==> config.mk <==
export PLATFORM = sky130hd
export DESIGN_NAME = i2s_tdm_serdes
export DESIGN_NICKNAME = d
export VERILOG_FILES = /design/src/rtl/i2s_tdm_serdes.sv
export SDC_FILE = /design/constraint.sdc
export NUM_CORES = 1
export LEC_CHECK = 0
export BUFFER_PORTS_ARGS = -buffer_cell sky130_fd_sc_hd__buf_2
export CORE_UTILIZATION = 40
export DETAILED_ROUTE_END_ITERATION = 7
export PLACE_DENSITY_LB_ADDON = 0.1
export SKIP_CTS_REPAIR_TIMING = 1
export SYNTH_ARGS = -nofsm -noshare
export SYNTH_HDL_FRONTEND = slang
export SYNTH_SLANG_ARGS = --single-unit
==> constraint.sdc <==
create_clock -name clk -period 4.08 [get_ports clk]
set_input_delay 0.408 -clock clk [delete_from_list [all_inputs] [get_ports clk]]
set_output_delay 0.408 -clock clk [all_outputs]
set_load 0.005 [all_outputs]
==> src/rtl/i2s_tdm_serdes.sv <==
// I2S / left-justified / TDM serdes for a clock-master codec: synchronises bclk/lrclk,
// deserialises one ADC frame per frame edge and serialises one DAC frame per frame.
module i2s_tdm_serdes #(
  parameter int SAMPLE_W   = 24,
  parameter int SLOT_W     = 32,
  parameter int CHANNELS   = 2,
  parameter int MODE       = 0,
  parameter int UNDER_ZERO = 1
) (
  input  logic                         clk,
  input  logic                         reset,
  input  logic                         sdata_i,
  output logic                         sdata_o,
  input  logic                         bclk,
  input  logic                         lrclk,
  input  logic [CHANNELS*SAMPLE_W-1:0] dac_sample_data,
  input  logic                         dac_sample_valid,
  output logic                         dac_sample_ready,
  output logic [CHANNELS*SAMPLE_W-1:0] adc_sample_data,
  output logic                         adc_sample_valid,
  input  logic                         adc_sample_ready,
  input  logic                         clear_status,
  output logic                         overrun,
  output logic                         underrun,
  output logic                         frame_err
);

  localparam int NB    = CHANNELS * SAMPLE_W;
  localparam int FRAME = CHANNELS * SLOT_W;
  localparam int CW    = $clog2(FRAME + 1);
  localparam int IW    = $clog2(NB);
  localparam int D     = (MODE == 0) ? 1 : 0;
  localparam logic [CW-1:0] FRAME_C = CW'(FRAME);

  typedef enum logic [1:0] {IDLE, SYNC, RUN} state_t;

  state_t        state_q, state_d;
  logic [2:0]    bclk_sr, lrclk_sr;
  logic [1:0]    sd_sr;
  logic          bclk_rise, bclk_fall, lr_rise, lr_fall, frame_edge, edge_run, sd;
  logic [CW-1:0] bit_cnt, tx_cnt;
  logic [IW:0]   rx_map, tx_map;
  logic [NB-1:0] rx_reg, tx_reg, tx_next, hold;
  logic          full, dac_accept;

  // Frame-bit position -> {valid, index into the ch0-in-MSBs frame vector}.
  function automatic logic [IW:0] bit_map(input int c);
    int p, s, k;
    bit_map = '0;
    p = c - D;
    if (p >= 0) begin
      s = p / SLOT_W;
      k = p % SLOT_W;
      if (s < CHANNELS && k < SAMPLE_W)
        bit_map = {1'b1, IW'((CHANNELS - 1 - s) * SAMPLE_W + SAMPLE_W - 1 - k)};
    end
  endfunction

  assign bclk_rise  = bclk_sr[1] & ~bclk_sr[2];
  assign bclk_fall  = ~bclk_sr[1] & bclk_sr[2];
  assign lr_rise    = lrclk_sr[1] & ~lrclk_sr[2];
  assign lr_fall    = ~lrclk_sr[1] & lrclk_sr[2];
  assign frame_edge = (MODE == 0) ? lr_fall : lr_rise;
  assign edge_run   = frame_edge && (state_q == RUN);
  assign sd         = sd_sr[1];

  assign dac_sample_ready = !full;
  assign dac_accept       = dac_sample_valid && !full;

  // A fall coinciding with the frame edge drives the first bit of the new frame.
  assign tx_cnt = frame_edge ? '0 : bit_cnt;
  assign rx_map = bit_map(int'(bit_cnt));
  assign tx_map = bit_map(int'(tx_cnt));

  always_comb begin
    state_d = state_q;
    case (state_q)
      IDLE:    if (frame_edge) state_d = SYNC;
      SYNC:    if (frame_edge) state_d = RUN;
      RUN:     state_d = RUN;
      default: state_d = IDLE;
    endcase
  end

  always_comb begin
    tx_next = tx_reg;
    if (edge_run) begin
      if (full)                 tx_next = hold;
      else if (dac_accept)      tx_next = dac_sample_data;
      else if (UNDER_ZERO != 0) tx_next = '0;
    end
  end

  always_ff @(posedge clk) begin
    if (reset) begin
      state_q  <= IDLE;
      bclk_sr  <= '0;
      lrclk_sr <= '0;
      sd_sr    <= '0;
    end else begin
      state_q  <= state_d;
      bclk_sr  <= {bclk_sr[1:0], bclk};
      lrclk_sr <= {lrclk_sr[1:0], lrclk};
      sd_sr    <= {sd_sr[0], sdata_i};
    end
  end

  always_ff @(posedge clk) begin
    if (reset) begin
      bit_cnt          <= '0;
      rx_reg           <= '0;
      tx_reg           <= '0;
      hold             <= '0;
      full             <= 1'b0;
      sdata_o          <= 1'b0;
      adc_sample_data  <= '0;
      adc_sample_valid <= 1'b0;
      overrun          <= 1'b0;
      underrun         <= 1'b0;
      frame_err        <= 1'b0;
    end else begin
      if (frame_edge)                          bit_cnt <= '0;
      else if (bclk_rise && bit_cnt != FRAME_C) bit_cnt <= bit_cnt + 1'b1;

      if (bclk_rise && rx_map[IW]) rx_reg[rx_map[IW-1:0]] <= sd;

      tx_reg <= tx_next;
      if (bclk_fall) sdata_o <= tx_map[IW] ? tx_next[tx_map[IW-1:0]] : 1'b0;

      if (dac_accept) hold <= dac_sample_data;
      if (edge_run)        full <= 1'b0;
      else if (dac_accept) full <= 1'b1;

      if (edge_run) begin
        adc_sample_data  <= rx_reg;
        adc_sample_valid <= 1'b1;
      end else if (adc_sample_valid && adc_sample_ready) begin
        adc_sample_valid <= 1'b0;
      end

      if (edge_run && adc_sample_valid && !adc_sample_ready) overrun <= 1'b1;
      else if (clear_status)                                 overrun <= 1'b0;
      if (edge_run && !full && !dac_accept) underrun <= 1'b1;
      else if (clear_status)                underrun <= 1'b0;
      if (edge_run && bit_cnt != FRAME_C) frame_err <= 1'b1;
      else if (clear_status)              frame_err <= 1'b0;
    end
  end

endmodule

==> flow_summary.json <==
{
  "outcome": "finished, final reports clean",
  "vias": 8091,
  "ys_async_sr_fraction": 0,
  "yosysUniqueCellTypes": 68,
  "fin_crit_ns": 3.87,
  "clock_skew_ns": 0.00761,
  "synth.most_common_cell": "nand2_1",
  "crit_required_ns": 4.51,
  "synth-edff-count": 0,
  "ys_ff_latch": 215,
  "port_buffers": 109,
  "synth_seq_area_share": 0.460,
  "netlist.area_leader.share": 0.460,
  "grt_use_total": 0.196,
  "worstMarginPinSlew_ns": 0.826,
  "final_antenna_net_count": 0,
  "hold_path_class": "in -> reg",
  "grt_pass1_vias": 7419,
  "drt-pass1-iter-count": 5,
  "rows": 55,
  "final.setup.tns_ns": 0,
  "via_per_inst": 5.11,
  "power_mw": 4.90,
  "finalInstanceArea_sq_um": 11100,
  "cts_buffers": 24,
  "grt_max_degree": 89,
  "placed_area_sq_um": 10200,
  "slew_violations": 0,
  "overflow": 0,
  "end_kind": "register",
  "gp_congestion": 0.898,
  "yosys-top-cells-area": "dfxtp_1 46%, nand2_1 13%, a21oi_1 7.7%",
  "syn_area_per_cell_sq_um": 8.00,
  "die_area_sq_um": 24000,
  "rsz0062_at_grt": "yes",
  "leakagePower_nw": 4.11,
  "finalSetupViolations": 0,
  "slew_headroom": 0.449,
  "diodes": 0,
  "finalNonFillerCells": 1583,
  "fin_crit_sh": 0.947,
  "vdd_drop_max_mv": 0.265,
  "worstSetupPathType": "reg -> reg",
  "area_growth_pct": 18.6,
  "drtIter0Drc": 510,
  "worstSkewPairLatency_ns": 0.51,
  "root_buffer": "clkbuf_16",
  "drv_cap": 0,
  "final_nets": 1327,
  "p_per_area_nw_per_um2": 442,
  "hold_violations": 0,
  "final_util": 0.487,
  "synth_area_leader_cell": "dfxtp_1",
  "place_inst": 1535,
  "wl_um": 23700,
  "critPathLaunchType": "register",
  "yosys_warnings": 0,
  "cts_buffer_depth": 3,
  "yosys-top-cells-count": "332 x nand2_1, 215 x dfxtp_1, 143 x a21oi_1",
  "synthesis.area_sq_um": 9350,
  "cts_max_level": 1,
  "ioPinCount": 110,
  "synth_nets": 1244,
  "cp_data_arrival_time_ns": 4.29,
  "maxClockFrequency_mhz": 259,
  "dieWidth_um": 155,
  "drive_above_1_share": 0.171,
  "synthCells": 1169,
  "cts_sinks": 215,
  "fp.dieH_um": 155,
  "wl_per_cell_um": 15.0,
  "drc": 0,
  "dp_hpwl_um": 15600,
  "initial_utilization": 0.411,
  "core-area_sq_um": 22800,
  "grt_pass1_wl_um": 38600,
  "clk_pin_slew_ns": 0.06,
  "antenna_found_initial": 0,
  "critPathMaxFanout": 5,
  "cts_tree": "yes",
  "synth_flop_cell": "dfxtp_1"
}
## worst max-delay path: stages, from the launching register on
cell	delay (ns)
dfxtp_1	0.37
nor3_4	0.21
nor3b_4	0.23
xor2_1	0.11
nand2b_1	0.17
ha_1	0.20
ha_1	0.27
ha_1	0.27
inv_1	0.04
ha_1	0.26
inv_1	0.04
ha_1	0.22
xor2_2	0.17
xnor2_2	0.17
buf_4	0.16
nand2_1	0.07
a41oi_1	0.08
a2111oi_2	0.39
nand4_1	0.13
o31ai_1	0.25
## power by group
| group | switching, mW | total (mW) | internal, mW | leakage [nW] |
|---|---|---|---|---|
| clock network | 0.860 | 2.20 | 1.34 | 0.392 |
| registers | 0.0159 | 2.15 | 2.13 | 1.74 |
| logic | 0.325 | 0.546 | 0.221 | 1.97 |
## worst paths after layout
check        slack (ns)        from  cells after the start     endpoint
min reg2reg        0.44  bclk_sr[0]                      1   bclk_sr[1]
min                0.11       lrclk                      2  lrclk_sr[0]
max reg2reg        0.21  bit_cnt[0]                     19      sdata_o
max                0.21  bit_cnt[0]                     19      sdata_o
## cells in the final DEF, fill, tap and decap left out, types with 7 or more instances in the layout
cell	n
inv_1	21
dfxtp_1	212
a21oi_1	143
mux2i_1	13
nor3_1	7
nand2b_1	7
clkbuf_16	25
o21ai_0	27
nand2_1	332
buf_4	32
a221o_1	9
ha_1	19
nor2b_1	18
clkbuf_1	10
buf_2	108
nand3_1	49
a311oi_1	27
nor2_1	82
## metal layers
layer	vias up	wire [um]	track usage
met1	3723	11200	0.266
li1	4146	-	-
met3	36	873	0.0253
met4	0	490	0.0570
met5	-	0	0
met2	186	11100	0.327
## cells by family (layout without fill, tap and decap cells)
kind of cell | Yosys count | in the layout | synth area share
AOI/OAI and AO/OA | 251 | 251 | 0.166
buffers and inverters | 108 | 209 | 0.0472
xor gates and xnor gates | 16 | 16 | 0.0158
muxes | 17 | 17 | 0.0235
adders and majority gates | 19 | 19 | 0.0254
DFF | 215 | 215 | 0.460
and+or+nand+nor | 543 | 543 | 0.262
## cell type report
| cell class | count | area [sq um] |
|---|---|---|
| fillers | 2314 | 11700 |
| clock inverters | 4 | 73.8 |
| repair buffers | 144 | 835 |
| clock buffers | 40 | 732 |
| multi-input cells | 846 | 4670 |
| flip-flops and latches | 215 | 4310 |
| well taps | 313 | 392 |
| inverters | 21 | 78.8 |
## stage by stage
step	setup WS, ns	hold slack (ns)
after floorplan	0.0211	0.414
after global placement	0.112	0.427
after detailed placement	0.0386	0.438
after CTS	0.00648	0.0978
after global routing	-0.0666	0.116
final	0.214	0.111
Power figures use the tool's default switching activity.
